File: config.mk
export PLATFORM = sky130hd
export DESIGN_NAME = simmem_write_resp_bank
export DESIGN_NICKNAME = d
export VERILOG_FILES = /design/src/rtl/simmem_write_resp_bank.sv
export SDC_FILE = /design/constraint.sdc
export NUM_CORES = 1
export LEC_CHECK = 0
export ABC_CLOCK_PERIOD_IN_PS = 10590
export CORE_ASPECT_RATIO = 0.9
export CORE_MARGIN = 10
export CORE_UTILIZATION = 52
export CTS_CLUSTER_DIAMETER = 100
export DETAILED_ROUTE_END_ITERATION = 7
export GPL_ROUTABILITY_DRIVEN = 0
export PLACE_DENSITY = 0.71
export SKIP_LAST_GASP = 1
export SLEW_MARGIN = 20
export SYNTH_ARGS = -nofsm -noshare
export SYNTH_HDL_FRONTEND = slang
export SYNTH_SLANG_ARGS = --single-unit
File: constraint.sdc
create_clock -name clk_i -period 10.59 [get_ports clk_i]
set_clock_uncertainty 0.2 [all_clocks]
set_input_delay 2.6475 -clock clk_i [delete_from_list [all_inputs] [get_ports clk_i]]
set_output_delay 2.6475 -clock clk_i [all_outputs]
set_load 0.05 [all_outputs]
File: src/rtl/simmem_write_resp_bank.sv
// rtl/simmem_write_resp_bank.sv - write response bank: per-ID linked-list FIFOs in a shared slot RAM
//
// Holds write responses returned by the real memory until the per-ID delay
// logic enables their release. All IDs share one pool of TotalCapacity slots;
// each ID keeps its own singly linked list (head, tail, length) so responses
// of one ID leave in arrival order while different IDs are released
// independently, lowest enabled ID first.
//
// Ports:
//   clk_i         clock
//   rst_i         asynchronous active-high reset
//   in_data_i     response from real memory, ID in the top IDWidth bits
//   in_valid_i    input valid
//   in_ready_o    at least one free slot
//   release_en_i  bit i set: head response of ID i may be emitted
//   out_data_o    released response (0 when nothing is offered)
//   out_valid_o   a response is offered
//   out_ready_i   downstream ready
//   occupancy_o   stored response count (only with SIMMEM_WRITE_RESP_BANK_OCCUPANCY_EN)
//
// Build option: define SIMMEM_WRITE_RESP_BANK_OCCUPANCY_EN to add occupancy_o.

module simmem_write_resp_bank #(
    parameter int TotalCapacity = 32,
    parameter int IDWidth       = 4,
    parameter int DataWidth     = 7,
    localparam int AddrWidth    = $clog2(TotalCapacity),
    localparam int NumIds       = 2 ** IDWidth
) (
    input  logic                 clk_i,
    input  logic                 rst_i,
    input  logic [DataWidth-1:0] in_data_i,
    input  logic                 in_valid_i,
    output logic                 in_ready_o,
    input  logic [NumIds-1:0]    release_en_i,
    output logic [DataWidth-1:0] out_data_o,
    output logic                 out_valid_o,
    input  logic                 out_ready_i
`ifdef SIMMEM_WRITE_RESP_BANK_OCCUPANCY_EN
    ,
    output logic [AddrWidth:0]   occupancy_o
`endif
);

    localparam logic [AddrWidth:0] LenOne = (AddrWidth + 1)'(1);

    // Slot storage: payload and the link to the next slot of the same ID.
    logic [DataWidth-1:0] payload_q [TotalCapacity];
    logic [AddrWidth-1:0] nxt_q     [TotalCapacity];
    logic [TotalCapacity-1:0] free_q;

    // Per-ID list descriptors.
    logic [AddrWidth-1:0] head_q [NumIds];
    logic [AddrWidth-1:0] tail_q [NumIds];
    logic [AddrWidth:0]   len_q  [NumIds];

    logic [AddrWidth-1:0] free_slot;
    logic [IDWidth-1:0]   push_id;
    logic [IDWidth-1:0]   sel_id;
    logic                 sel_valid;
    logic [AddrWidth-1:0] pop_slot;
    logic                 push;
    logic                 pop;
    logic                 head_restart;

    // Lowest-index free slot. The bitmap is registered, so a slot freed by a
    // pop this cycle is only visible to pushes from the next cycle on.
    always_comb begin
        free_slot = '0;
        for (int i = TotalCapacity - 1; i >= 0; i--) begin
            if (free_q[i]) begin
                free_slot = AddrWidth'(i);
            end
        end
    end

    // Lowest non-empty, enabled ID wins the output.
    always_comb begin
        sel_valid = 1'b0;
        sel_id    = '0;
        for (int i = NumIds - 1; i >= 0; i--) begin
            if ((len_q[i] != '0) && release_en_i[i]) begin
                sel_valid = 1'b1;
                sel_id    = IDWidth'(i);
            end
        end
    end

    assign in_ready_o  = |free_q;
    assign push_id     = in_data_i[DataWidth-1 -: IDWidth];
    assign push        = in_valid_i & in_ready_o;
    assign pop_slot    = head_q[sel_id];
    assign pop         = sel_valid & out_ready_i;
    assign out_valid_o = sel_valid;
    assign out_data_o  = sel_valid ? payload_q[pop_slot] : '0;

    // A push starts a fresh list when the ID is empty, or when its only
    // element leaves in the same cycle; the new slot then becomes the head
    // and the stale tail must not be linked.
    assign head_restart = (len_q[push_id] == '0) ||
                          ((len_q[push_id] == LenOne) && pop && (sel_id == push_id));

    always_ff @(posedge clk_i or posedge rst_i) begin
        if (rst_i) begin
            free_q <= '1;
            for (int i = 0; i < NumIds; i++) begin
                head_q[i] <= '0;
                tail_q[i] <= '0;
                len_q[i]  <= '0;
            end
        end else begin
            if (pop) begin
                free_q[pop_slot] <= 1'b1;
                head_q[sel_id]   <= nxt_q[pop_slot];
            end
            // Pushes come after pops so a restart overrides the pop's head advance.
            if (push) begin
                free_q[free_slot] <= 1'b0;
                tail_q[push_id]   <= free_slot;
                if (head_restart) begin
                    head_q[push_id] <= free_slot;
                end
            end
            for (int i = 0; i < NumIds; i++) begin
                if ((push && (push_id == IDWidth'(i))) && !(pop && (sel_id == IDWidth'(i)))) begin
                    len_q[i] <= len_q[i] + LenOne;
                end else if (!(push && (push_id == IDWidth'(i))) && (pop && (sel_id == IDWidth'(i)))) begin
                    len_q[i] <= len_q[i] - LenOne;
                end
            end
        end
    end

    // Slot RAM is not reset; only slots reachable from a live list are read.
    always_ff @(posedge clk_i) begin
        if (push) begin
            payload_q[free_slot] <= in_data_i;
            if (!head_restart) begin
                nxt_q[tail_q[push_id]] <= free_slot;
            end
        end
    end

`ifdef SIMMEM_WRITE_RESP_BANK_OCCUPANCY_EN
    always_ff @(posedge clk_i or posedge rst_i) begin
        if (rst_i) begin
            occupancy_o <= '0;
        end else if (push && !pop) begin
            occupancy_o <= occupancy_o + LenOne;
        end else if (pop && !push) begin
            occupancy_o <= occupancy_o - LenOne;
        end
    end

    occupancy_bound_a : assert property (
        @(posedge clk_i) disable iff (rst_i)
        occupancy_o <= (AddrWidth + 1)'(TotalCapacity)
    );
`else
    // No occupancy tracking in this build.
`endif

endmodule
---- Word-level counts from Yosys, hierarchy flattened ----
Memories as Yosys holds them, arrays and structs flattened.
Index checks and enable logic that the tools add are counted.
storage, ports and cells
  output and inout port bits .............. 9
  flip-flop bits (word level) ............. 288
  memories ................................ 2
  memory bits (writable) .................. 384
  word-level logic and storage cells ...... 412
cells by class
  add/sub/neg operators ................... 32
  equal/unequal tests ..................... 32
  bitwise operators ....................... 7
  order comparisons ....................... 8
  reduce and logical (&&, ||, !) cells .... 155
  mux-type cells .......................... 127
memory list
  memory     words  bits a word  rd ports  clocked after Yosys merged registers in  wr ports  RTL line  text
  payload_q  32     7            1         0                                        1         48        logic [DataWidth-1:0] payload_q [TotalCapacity];
  nxt_q      32     5            1         0                                        1         49        logic [AddrWidth-1:0] nxt_q [TotalCapacity];
operators by type and width
  kind                                                 count
  bitwise mux 80 bit                                   3
  2-to-1 mux 80 bit                                    3
  2-to-1 mux 6 bit                                     34
  2-to-1 mux 5 bit                                     38
  adder 6 x 1 -> 6 bit (second input constant)         16
  nonzero test 6 bit                                   16
  subtractor 6 x 1 -> 6 bit (second input constant)    16
  logical AND 1 bit                                    86
  == test 4 bit (second input constant)                16
  2-to-1 mux 32 bit                                    2
  2-to-1 mux 4 bit                                     16
  binary-select mux 5 bit (select 4 bit)               2
  demux 5 bit (select 4 bit)                           2
  bitwise AND 32 bit                                   1
  == test 4 x 3 -> 1 bit (second input constant)       8
  zero test 1 bit                                      32
  NOT 32 bit                                           1
  bitwise OR 32 bit                                    1
  nonzero test 2 bit                                   16
  OR reduction 32 bit                                  1
  binary-select mux 6 bit (select 4 bit)               1
  2-to-1 mux 1 bit                                     23
  == test 4 x 2 -> 1 bit (second input constant)       4
  < comparator 5 x 6 -> 1 bit (second input constant)  2
  13 further kinds                                     21

---- Logic depth before layout (Yosys ltp) ----
  word-level depth ........................ 39
  mapped depth ............................ 21
  mapped depth without buffers ............ 18

---- Least setup slack after synthesis ----
OpenSTA, ideal clock, no wires.
  kind .................................... input to output
  start point ............................. input port release_en_i[7]
  end point ............................... output port out_data_o[1]
  buffers on the path ..................... 7
  data arrival time ....................... 6.757 ns
  setup slack ............................. 0.986 ns
  cell stages on the path ................. 19
  data required time ...................... 7.743 ns
  cells stage by stage .................... o31a_1 -> o21ai_2 -> a2111oi_4 -> a21o_2 -> buf_4 -> mux2i_1 -> a22oi_1 -> and2_4 -> buf_6 -> buf_8 -> buf_8 -> buf_8 -> buf_6 -> buf_4 -> nand2_1 -> nand3_1 -> a21oi_1 -> or4_1 -> a211oi_1
on the way
  word-level cells in the longest chain between the ends .. 15
  elaborated cells between the ends (all ways) .. 23
  classes of those cells .................. 20 x mux; 1 x bitwise; 1 x reduce/logical; 1 x memory
RTL lines
  item                                                  RTL line  text
  start, declared                                       35        input logic [NumIds-1:0] release_en_i,
  logical AND 1 bit (*)                                 82        if ((len_q[i] != '0) && release_en_i[i]) begin
  2-to-1 mux 4 bit (8 in series)                        82
  NOT 4 -> 5 bit (implied by the code)                  92        assign pop_slot = head_q[sel_id];
  binary-select mux 5 bit (select 4 bit)                92
  2-to-1 mux 5 bit (implied by the code) (2 in series)  92
  memory read (32 x 7 bit)                              -
  2-to-1 mux 7 bit (*)                                  95        assign out_data_o = sel_valid ? payload_q[pop_slot] : '0;
  end, declared                                         36        output logic [DataWidth-1:0] out_data_o,
Every way passes the cells marked *; elsewhere a longest branch is shown, timed or not. The select of a mux whose other input is x is not followed.

---- Final worst setup path ----
  start point ............................. input port release_en_i[15]
  end point ............................... output port out_data_o[0]
on the way
  word-level cells in the longest chain between the ends .. 23
  elaborated cells between the ends (all ways) .. 39
  classes of those cells .................. 36 x mux; 1 x bitwise; 1 x reduce/logical; 1 x memory
RTL lines
  item                                                  RTL line
  logical AND 1 bit (*)                                 82
  2-to-1 mux 4 bit (16 in series)                       82
  NOT 4 -> 5 bit (implied by the code)                  92
  binary-select mux 5 bit (select 4 bit)                92
  2-to-1 mux 5 bit (implied by the code) (2 in series)  92
  memory read (32 x 7 bit)                              -
  2-to-1 mux 7 bit (*)                                  95
Marks and branches as above.

==> impl_metrics.tcl <==
set metrics [dict create \
    wl_per_cell_um 23.8 \
    setup_viol_count_final 0 \
    slew-limit-headroom 0.210 \
    antenna_cells 0 \
    cts_setup_buffers 0 \
    vias 24300 \
    num_rows 87 \
    synthCells 2945 \
    drc 0 \
    synth_compound_area_frac 0.120 \
    path_max_fanout 23 \
    syn-num-nets 3068 \
    cp-start-kind "input port" \
    synth_top_area_cell "edfxtp_1" \
    synth_top_family_by_area "simple AND/OR/NAND/NOR gates" \
    drtAntennaViolNets 0 \
    die_h_um 259 \
    power_frac_comb 0.450 \
    slew_violations 0 \
    clockRootBuffer "clkbuf_16" \
    synthFlopType "edfxtp_1" \
    clk_path_buf_depth 3 \
    cap_violations 0 \
    grt_max_degree 172 \
    antenna_found_initial 2 \
    syn_to_final_growth_pct 11.2 \
    utilization 0.584 \
    overflow 0 \
    syn_avg_cell_area_um2 11.2 \
    synth_top_area_share 0.349 \
    first_global_vias 23700 \
    p_int_mw 6.98 \
    drive_gt1_frac 0.130 \
    yosys.area_share.simple 0.149 \
    syn_area_mm2 0.0330 \
    core_area_mm2 0.0628 \
    synth-seq-area-share 0.569 \
    setup_ws_ps 365 \
    setup_tns_ps 0 \
    ys_top_cells_by_area "edfxtp_1, dfrtp_1, nand2_1, nor2_1, a21oi_1" \
    fp.dieW_um 286 \
    place_worst_setup_slack_ps 402 \
    hold_violations 0 \
    htreeDepth 3 \
    peakVddDrop_uv 383 \
    leakage_nw 14.2 \
    async_reset_ff_frac 0.429 \
    dieArea_mm2 0.0740 \
    cts.sinks 672 \
    ys_types 94 \
    p_sw_frac 0.422 \
    start_util 0.526 \
    drt_iter0_drc 2900 \
    rsz0062_at_grt "false" \
    status "complete, no violations" \
    grt_first_pass_wirelength_mm 141 \
    fin_crit_ps 10230 \
    p_sw_mw 5.09 \
    power_density_mw_per_mm2 329 \
    finalPower_mw 12.1 \
    yosys_register_bits 672 \
    hold_path.class "flip-flop to flip-flop" \
    clkTransAtPathRegs_ps 60 \
    critical_path_class "input port to output port" \
    cp-end-kind "output port" \
    synth-edff-count 384 \
    port_buffers 35 \
    pin_count 36 \
    synthXorXnorAreaFrac 0.0260 \
    totalWireLength_mm 91.7 \
    hpwl_mm 61.5 \
    clock_latency_ps 620 \
    fin_nets 3083 \
    nFillCells 4980 \
    hold_buffers 0 \
    worst_ep_arrival_time_ps 7380 \
    track_usage 0.244 \
    fmax_mhz 97.8 \
    dr.pass1.iters 6 \
    cts_resized 0 \
    synthMuxAreaShare 0.0650 \
    crit_required_ps 7740 \
    p_clk_frac 0.211 \
    numCtsBuffers 70 \
    worst_slew_pin_slew_ps 1190 \
    timing.final.crit_share 0.966 \
    yosysWarnings 0 \
    avgViaCountPerCell 6.30 \
    power_frac_seq 0.340 \
    synthAdderAreaFrac 0.0400 \
    cts_tree "built" \
]
[cells in the mapped netlist (7+ instances only)]
cell type  instances
or4_1             21
buf_4              8
o31ai_2            7
fa_1              16
o32ai_1           10
xor2_1            33
clkbuf_1          75
a211oi_1          17
ha_1              80
mux2i_1           59
nor2_1           314
o21ai_0           99
nand2b_1           9
nand4_1           11
o31a_1            77
o21bai_1          20
buf_1             30
nand2_1          457
dfrtp_1          256
edfxtp_1         384
mux2_2            76
mux4_2            31
buf_6             10
or3_1             24
a31oi_1           19
a21oi_1          210
nor4_1            12
o22ai_1           10
dfstp_2           32
xnor2_1           65
and3_1            18
nor3_1            48
buf_2             27
o31ai_1           13
nand3_1          136
a21o_1            24
inv_1             71
[sequential cells by signal (all words and copies together) (netlist names)]
register / flops
nxt_q: 160
payload_q: 224
free_q: 32
len_q: 96
head_q: 80
tail_q: 80
[kinds of logic after synthesis]
| family | after synthesis |
|---|---|
| adders and majority gates | 96 |
| buffers and inverters | 226 |
| AOI/OAI and AO/OA | 585 |
| muxes | 166 |
| xor gates and xnor gates | 98 |
| DFF | 672 |
| and+or+nand+nor | 1102 |
[worst max-delay path: stages]
cell	delay, ps
clkdlybuf4s50_1	510
o31ai_1	120
a221oi_1	470
o211ai_2	330
o31ai_2	630
o31ai_1	160
and4_4	230
nand2_4	270
buf_4	340
nand2_1	100
nand3_1	80
a21oi_1	120
or4_1	490
a211oi_1	630
buf_12	220
[metal layers]
metal | vias to the layer above | part of all wire | GRT usage
met5 | - | 0 | 0
met4 | 0 | 0.039 | 0.0922
met3 | 253 | 0.10 | 0.0551
met2 | 1351 | 0.46 | 0.384
met1 | 12000 | 0.40 | 0.328
li1 | 10700 | - | -
[power groups by stage]
stage	Combinational, mW	Clock (mW)	Sequential, mW
floorplan	3.63	0	3.93
detailed placement	5.31	0	4.12
finish	5.43	2.54	4.10
CTS	5.34	2.57	4.08
global placement	5.13	0	4.08
global route	5.81	2.67	4.16
[layout by cell type (no fill, tap or decap), drive strengths merged, types with 65 or more instances in the layout]
master and n:
buf 74, clkbuf 95, nand2 459, ha 80, edfxtp 384, nor2 314
mux2 76, o21ai 104, nand3 140, o31a 78, xnor2 65, dfrtp 256
inv 75, a21oi 212
[cell type report]
| type | count | area [um^2] | area share |
|---|---|---|---|
| clock buffer | 95 | 1970 | 0.0536 |
| multi-input combinational | 2047 | 13300 | 0.362 |
| inverter | 72 | 274 | 0.00747 |
| clock inverter | 32 | 387 | 0.0105 |
| tap | 845 | 1060 | 0.0288 |
| sequential | 672 | 18800 | 0.512 |
| timing repair buffer | 97 | 942 | 0.0257 |
[final timing paths]
check | startpoint | slack [ps] | depth (start not counted) | endpoint
min reg2reg | len_q[83] | 260 | 1 | len_q[83]
max in group asynchronous | rst_i | 6270 | 3 | tail_q[18]
max reg2reg | len_q[86] | 3360 | 15 | head_q[3]
min | len_q[83] | 260 | 1 | len_q[83]
max | release_en_i[15] | 360 | 15 | out_data_o[0]
min in group asynchronous | rst_i | 2360 | 2 | len_q[38]
[stage by stage]
| stage | hold slack, ps | std cells | instance area [um^2] |
|---|---|---|---|
| floorplan | 233 | 2945 | 33000 |
| global placement | 252 | 3732 | 34300 |
| detailed placement | 252 | 3732 | 34300 |
| CTS | 269 | 3859 | 36700 |
| global route | 279 | 3860 | 36700 |
| finish | 263 | 3860 | 36700 |
Power figures use the tool's default switching activity.
